===== src/rtl/rnbip_pkg.sv =====
// rtl/rnbip_pkg.sv - shared op/state encodings and defaults for the RNBIP-2 data memory path
package rnbip_pkg;

    typedef enum logic [2:0] {
        OP_PUSH  = 3'd0,
        OP_POP   = 3'd1,
        OP_CALL  = 3'd2,
        OP_RET   = 3'd3,
        OP_LOAD  = 3'd4,
        OP_STORE = 3'd5
    } op_e;

    typedef enum logic [1:0] {
        IDLE = 2'd0,
        ADJ  = 2'd1,
        XFER = 2'd2,
        DONE = 2'd3
    } state_e;

    localparam int         DW_DEFAULT       = 8;
    localparam logic [7:0] SP_BASE_DEFAULT  = 8'hFF;
    localparam logic [7:0] SP_LIMIT_DEFAULT = 8'hC0;

    typedef struct packed {
        logic rd;
        logic wr;
        logic s2;
        logic s5;
    } xfer_ctrl_t;

    function automatic logic is_push(input logic [2:0] op);
        return (op == OP_PUSH) || (op == OP_CALL);
    endfunction

    function automatic logic is_pop(input logic [2:0] op);
        return (op == OP_POP) || (op == OP_RET);
    endfunction

    // Strobe/select pattern driven during the single XFER cycle of each op.
    function automatic xfer_ctrl_t xfer_ctrl(input logic [2:0] op);
        xfer_ctrl_t c;
        c = '0;
        case (op)
            OP_PUSH:         c = 4'b0111;
            OP_CALL:         c = 4'b0110;
            OP_POP, OP_RET:  c = 4'b1010;
            OP_LOAD:         c = 4'b1000;
            OP_STORE:        c = 4'b0101;
            default:         c = '0;
        endcase
        return c;
    endfunction

endpackage


===== src/rtl/sp_unit.sv =====
// rtl/sp_unit.sv - stack pointer register with inc/dec enables and full/empty flags
module sp_unit
    import rnbip_pkg::*;
#(
    parameter int            DW       = DW_DEFAULT,
    parameter logic [DW-1:0] SP_BASE  = DW'(SP_BASE_DEFAULT),
    parameter logic [DW-1:0] SP_LIMIT = DW'(SP_LIMIT_DEFAULT)
) (
    input  logic          clk,
    input  logic          rst_n,
    input  logic          inc,
    input  logic          dec,
    output logic [DW-1:0] sp,
    output logic          full,
    output logic          empty
);

    localparam logic [DW-1:0] FULL_SP = SP_LIMIT - 1'b1;

    logic [DW-1:0] sp_q;
    logic [DW-1:0] sp_d;

    always_comb begin
        sp_d = sp_q;
        if (inc) begin
            sp_d = sp_q + 1'b1;
        end else if (dec) begin
            sp_d = sp_q - 1'b1;
        end
    end

    always_ff @(posedge clk or negedge rst_n) begin
        if (!rst_n) begin
            sp_q <= SP_BASE;
        end else begin
            sp_q <= sp_d;
        end
    end

    assign sp    = sp_q;
    assign full  = (sp_q == FULL_SP);
    assign empty = (sp_q == SP_BASE);

endmodule


===== src/rtl/stack_mem_ctrl.sv =====
// rtl/stack_mem_ctrl.sv - sequencer for stack and load/store accesses to the 8-bit data memory
module stack_mem_ctrl
    import rnbip_pkg::*;
#(
    parameter int            DW       = DW_DEFAULT,
    parameter logic [DW-1:0] SP_BASE  = DW'(SP_BASE_DEFAULT),
    parameter logic [DW-1:0] SP_LIMIT = DW'(SP_LIMIT_DEFAULT)
) (
    input  logic          clk,
    input  logic          rst_n,
    input  logic          start,
    input  logic [2:0]    op,
    output logic [DW-1:0] sp_out,
    input  logic [DW-1:0] mem_rdata,
    output logic          rd,
    output logic          wr,
    output logic          s2,
    output logic          s5,
    output logic          busy,
    output logic          done,
    output logic          err,
    output logic [DW-1:0] rdata,
    output logic          rf_we,
    output logic          pc_load
);

    state_e        state_q;
    logic [2:0]    op_q;
    xfer_ctrl_t    ctrl_q;
    logic          busy_q;
    logic          done_q;
    logic          err_q;
    logic          rf_we_q;
    logic          pc_load_q;
    logic [DW-1:0] rdata_q;

    logic sp_inc;
    logic sp_dec;
    logic sp_full;
    logic sp_empty;
    logic fault;

    // Pop-type ops pre-increment in ADJ; push-type ops post-decrement on the XFER closing edge.
    assign sp_inc = (state_q == ADJ);
    assign sp_dec = (state_q == XFER) && is_push(op_q);

    assign fault = (op > 3'd5)
                || (is_push(op) && sp_full)
                || (is_pop(op) && sp_empty);

    sp_unit #(
        .DW       (DW),
        .SP_BASE  (SP_BASE),
        .SP_LIMIT (SP_LIMIT)
    ) u_sp (
        .clk   (clk),
        .rst_n (rst_n),
        .inc   (sp_inc),
        .dec   (sp_dec),
        .sp    (sp_out),
        .full  (sp_full),
        .empty (sp_empty)
    );

    always_ff @(posedge clk or negedge rst_n) begin
        if (!rst_n) begin
            state_q   <= IDLE;
            op_q      <= '0;
            ctrl_q    <= '0;
            busy_q    <= 1'b0;
            done_q    <= 1'b0;
            err_q     <= 1'b0;
            rf_we_q   <= 1'b0;
            pc_load_q <= 1'b0;
            rdata_q   <= '0;
        end else begin
            case (state_q)
                IDLE: begin
                    if (start) begin
                        op_q   <= op;
                        busy_q <= 1'b1;
                        if (fault) begin
                            state_q <= DONE;
                            done_q  <= 1'b1;
                            err_q   <= 1'b1;
                        end else if (is_pop(op)) begin
                            state_q <= ADJ;
                        end else begin
                            state_q <= XFER;
                            ctrl_q  <= xfer_ctrl(op);
                        end
                    end
                end
                ADJ: begin
                    state_q <= XFER;
                    ctrl_q  <= xfer_ctrl(op_q);
                end
                XFER: begin
                    ctrl_q <= '0;
                    if (ctrl_q.rd) begin
                        rdata_q <= mem_rdata;
                    end
                    state_q   <= DONE;
                    done_q    <= 1'b1;
                    rf_we_q   <= (op_q == OP_POP) || (op_q == OP_LOAD);
                    pc_load_q <= (op_q == OP_RET);
                end
                DONE: begin
                    state_q   <= IDLE;
                    busy_q    <= 1'b0;
                    done_q    <= 1'b0;
                    err_q     <= 1'b0;
                    rf_we_q   <= 1'b0;
                    pc_load_q <= 1'b0;
                end
                default: begin
                    state_q <= IDLE;
                end
            endcase
        end
    end

    assign rd      = ctrl_q.rd;
    assign wr      = ctrl_q.wr;
    assign s2      = ctrl_q.s2;
    assign s5      = ctrl_q.s5;
    assign busy    = busy_q;
    assign done    = done_q;
    assign err     = err_q;
    assign rf_we   = rf_we_q;
    assign pc_load = pc_load_q;
    assign rdata   = rdata_q;

endmodule


===== config.mk =====
export PLATFORM = sky130hd
export DESIGN_NAME = stack_mem_ctrl
export DESIGN_NICKNAME = d
export VERILOG_FILES = /design/src/rtl/rnbip_pkg.sv /design/src/rtl/sp_unit.sv /design/src/rtl/stack_mem_ctrl.sv
export SDC_FILE = /design/constraint.sdc
export NUM_CORES = 1
export LEC_CHECK = 0
export BUFFER_PORTS_ARGS = -buffer_cell sky130_fd_sc_hd__buf_2
export CAP_MARGIN = 20
export CORE_ASPECT_RATIO = 0.8
export CORE_UTILIZATION = 57
export CTS_CLUSTER_SIZE = 10
export DETAILED_ROUTE_END_ITERATION = 8
export PLACE_DENSITY = 0.83
export SLEW_MARGIN = 20
export SYNTH_ARGS = -nofsm -noshare
export SYNTH_HDL_FRONTEND = slang
export SYNTH_HIERARCHICAL = 1
export SYNTH_SLANG_ARGS = --single-unit

===== constraint.sdc =====
create_clock -name clk -period 3.8 [get_ports clk]
set_clock_uncertainty 0.15 [all_clocks]
set_input_delay 0.57 -clock clk [delete_from_list [all_inputs] [get_ports clk]]
set_output_delay 0.57 -clock clk [all_outputs]
set_load 0.005 [all_outputs]

Word level (Yosys, flattened, before mapping)
Index checks and enable logic that the tools add are counted.

Output and inout port bits: 25. Memory bits (writable): 0. Flip-flop bits (word level): 30. Word-level logic and storage cells: 80. Latch bits: 0. Input bits: 14. ROM bits: 0. Memories: 0.

Bitwise gates (word level): 0. Add/sub/neg operators: 2. Eq/ne operators: 19. Reductions and logical operators: 25. Divide/modulo/power cells: 0. Magnitude comparators: 1. Muxes and demuxes: 20. Multipliers: 0. Shift operators: 0.

Operator list (number): 4-bit case mux with 5 select lines (2); 8-bit equality test, second input constant (2); 8-bit 2-to-1 mux (2); 3-bit by 2-bit equality test with 1-bit output, second input constant (4); 3-bit equality test, second input constant (4); 4-bit 2-to-1 mux (3); 4-bit case mux with 3 select lines (1); 8-bit by 1-bit adder with 8-bit output, second input constant (1); 2-bit != test, second input constant (4); 1-bit case mux with 2 select lines (4); 2-bit case mux with 4 select lines (1); 8-bit by 1-bit subtractor with 8-bit output, second input constant (1); 3-bit by 1-bit equality test with 1-bit output, second input constant (2); 3-bit logical NOT (2); 1-bit logical OR (6); 2-bit 2-to-1 mux (3); 2-bit AND reduction (3); 3-bit AND reduction (2); 2-bit nonzero test (3); 3-bit nonzero test (2); 2-bit equality test, second input constant (2); 4-bit AND reduction (1); 2-bit OR reduction (2); 3-bit > comparator, second input constant (1); 5 further kinds (9).

Depth between registers and ports, before layout
Depth after elaboration: 8. Depth in mapped cells: 9. Gate-level depth less buffers: 9.

Cells and area by module
Netlist, hierarchy kept.

Modules (own cells, without submodules): stack_mem_ctrl (area an instance 1228.7 sq um, cells each 112, times used 1, sequential area each 550.5 sq um); sp_unit (area an instance 600.6 sq um, cells each 62, times used 1, sequential area each 210.2 sq um).

Worst setup path after synthesis
Ideal clock, no wire load.

Path kind: flip-flop to flip-flop. From: register state_q[1]. To: register u_sp.sp_q[7], in the netlist u_sp/sp[7]. Slack: 1500 ps. Data required time: 3575 ps. Buffers on the path: 0. Cell stages (with the launch flop): 10. Library setup time: 75 ps. Data arrival time: 2074 ps. Clock period less this slack: 2300 ps. Cell sequence: dfrtp_1 > inv_1 > ha_1 > inv_1 > ha_1 > o21ai_1 > or2b_1 > a31oi_1 > mux2i_1 > xnor2_1.

Elaborated cells on any way between the ends: 5. Those cells by class: eq/ne: 2; mux: 1; reduce/logical: 2.

RTL lines: from (decl) (line stack_mem_ctrl.sv:27) `state_e state_q;`; from (signal assigned) (line stack_mem_ctrl.sv:67) `state_q <= IDLE;`; from (signal assigned) (line stack_mem_ctrl.sv:83) `state_q <= DONE;`; from (signal assigned) (line stack_mem_ctrl.sv:87) `state_q <= ADJ;`; 2-bit by 1-bit equality test with 1-bit output (*) (line stack_mem_ctrl.sv:44) `assign sp_inc = (state_q == ADJ);`; via sp_inc (line stack_mem_ctrl.sv:37) `logic sp_inc;`; 8-bit 2-to-1 mux or 2-bit nonzero test (tied branches); to (signal assigned) (line sp_unit.sv:36) `sp_q <= sp_d;`; to (decl) (line sp_unit.sv:20) `logic [DW-1:0] sp_q;`.

Mark *: on every way through the listed nets, which the timed path passes. The rest lies on a longest branch. A chain may end at the register's enable or synchronous reset.

Worst setup path in the final report
Ends and elaborated chain as after synthesis.

==> results.yml <==
synth:
  synth_edf_count: 0
  yosysSeqAreaShare_pct: 41.6
  yosys_most_used_dff: "dfrtp_1"
  synth_cells: 174
  netlist_area_sq_um: 1830
  synth_top_area_share_pct: 30.1
  avgSynthCellArea_sq_um: 10.5
  yosysTopAreaCell: "dfrtp_1"
  synth_seq_cells: 30
  syn_nets: 200
  yosys_warnings: 6
  synth_cell_types: 52
  synth.area.top_cells: "dfrtp_1 30%, dfstp_2 11%, mux2_2 8.0%"
  synthArstFlopShare_pct: 100
critical_path:
  reg2reg_to: "u_sp/sp[7]"
  path_class: "flip-flop to flip-flop"
  endpoint_kind: "flip-flop"
  crit_family: "adder cells"
  start_kind: "flip-flop"
  cp_num_buf_inv: 2
  path_cells: "inv_1, ha_1, inv_1, ha_1, o21ai_0, o21ai_1, a31oi_1, mux2i_1, xnor2_1"
  crit_slowest_cell: "dfrtp_1"
  critPathMaxFanout: 7
  ff2ff_setup_slack_ps: 1070
  crit_end: "u_sp/sp[7]"
  r2r_start: "state_q[1]"
  crit_start: "state_q[1]"
  cp_slowest_stage_delay_ps: 410
  crit_arrival_ps: 2800
  path_depth: 9
  worstPathRequired_ps: 3870
  r2r_cells: 9
final_layout:
  antenna_cells: 0
  fin_nets: 237
  final_common_cell: "buf_2"
  finish.instance_area_sq_um: 2170
  mostFrequentLayoutCells: "38 x buf_2, 22 x dfrtp_1, 14 x nand2_1, 13 x mux2_2"
  drive_gt1_share_pct: 35.4
  syn_to_final_growth_pct: 18.5
  fin_cells: 250
sta:
  clock.fmax_mhz: 366
  period_share_pct: 71.8
  worst_pin_slew_ps: 844
  setup_viol: 0
  layout_min_cycle_time_ps: 2730
  rsz0062_at_grt: "false"
  fin_ws_ps: 1070
  finalSetupTns_ps: 0
  slew_viol_final: 0
  slew_headroom_pct: 43.5
  hold_viol_final: 0
clock_network:
  post_cts_resized: 0
  path_clk_slew_ps: 60
  post_cts_buffers: 0
  root_buffer: "clkbuf_8"
  clock_latency_ps: 290
  postCtsHoldBufs: 0
  clk_path_buf_depth: 2
  cts_buffers: 5
  cts_tree: "done"
  cts_sinks: 30
  cts.htree.levels: 2
drt:
  wire_per_inst_microns: 16.0
  ant_nets: 0
  wl_microns: 3990
  num_vias: 1471
  firstDrtPassIters: 4
  routed_via_density: 5.88
  drt_iter0_drc: 68
  drc: 0
floorplan:
  dieArea_sq_um: 3440
  die_y_microns: 52.7
  placementRows: 17
  core_sq_um: 2890
  io_pins: 39
  initial_utilization_pct: 63.2
  die_w_microns: 65.3
global_routing:
  grt_pass1_wl_microns: 6440
  track_usage_pct: 26.1
  grt_overflow_total: 0
  grt_pass1_vias: 1402
  antenna_found_initial: 0
  grt_max_degree: 31
run:
  maxCapViolCount: 0
power:
  ir_drop_uv: 470
  p_per_area_nw_per_um2: 1040
  p_total_mw: 2.25
  power_leakage_nw: 0.981
placement:
  dpl_cell_area_sq_um: 2020
  hpwl_microns: 2870
  dp_slack_ps: 1260
  dpl.cell_count: 242
  portBuffers: 38
  gp_congestion: 0.848
min_path:
  holdCritPathClass: "input pin to async pin"
outcome:
  status: "complete, no violations"
synthesized netlist by cell type (2+ instances only):
cell type,instances
clkbuf_1,3
nand3_1,3
buf_2,3
nand2_1,14
mux2_2,13
o21ai_1,2
xnor2_1,6
dfrtp_1,22
ha_1,11
nor2b_1,2
nor2_1,6
nor3_1,4
o21bai_1,2
inv_1,8
o21ai_0,11
mux2i_1,6
nand3b_1,2
a21oi_1,9
dfstp_2,8
nor3b_1,3
xor2_1,2
a31oi_1,2
nand2b_1,3
power breakdown:
group | internal [mW] | leakage (nW) | switching (mW)
logic | 0.565 | 0.559 | 0.607
registers | 0.520 | 0.351 | 0.153
clock network | 0.280 | 0.0714 | 0.125
worst min-delay path by stage:
stage                     start  cells after the start       end  slack, ps
after floorplan           rst_n                      0      busy        120
after global placement       s5                      1        s5        320
after detailed placement     s5                      1        s5        340
after CTS                 rst_n                      1  rdata[6]        180
after global routing      rst_n                      1  rdata[6]        220
final                     rst_n                      1  rdata[6]        150
stage by stage:
step                hold slack, ps  util, %
floorplan                      124        -
global placement               318     70.0
detailed placement             338     70.0
CTS                            178     74.9
global route                   218     74.9
finish                         153     74.9
cell type report:
type / instances / area, sq um
Tap cell: 38 / 47.5
Clock buffer: 6 / 82.6
Clock inverter: 2 / 60.1
Inverter: 8 / 30.0
Sequential cell: 30 / 761
Fill cell: 211 / 726
Timing Repair Buffer: 38 / 190
Multi-Input combinational cell: 128 / 996
state kept, by name (all words and copies together), names as in the netlist:
| name | cells |
|---|---|
| rdata | 8 |
| state_q | 2 |
| pc_load | 1 |
| wr | 1 |
| busy | 1 |
| u_sp/sp | 8 |
| s5 | 1 |
| rd | 1 |
| done | 1 |
| rf_we | 1 |
| op_q | 3 |
| err | 1 |
| s2 | 1 |
layer usage:
| layer | vias to the layer above | track usage, % | share of wire, % |
|---|---|---|---|
| li1 | 691 | - | - |
| met1 | 733 | 34.0 | 47 |
| met2 | 39 | 41.1 | 48 |
| met3 | 8 | 6.74 | 4.2 |
| met4 | 0 | 11.6 | 1.4 |
| met5 | - | 0 | 0 |
kinds of logic after synthesis:
group,share of synthesized area [%]
AND/OR/NAND/NOR,14.1
adder cells (fa/ha/maj),8.62
flip-flops,41.6
buffers and inverters,3.97
multiplexers,11.9
AO/OA/AOI/OAI,16.0
XOR/XNOR,3.83
No activity file was read; power rests on OpenSTA's default activity.
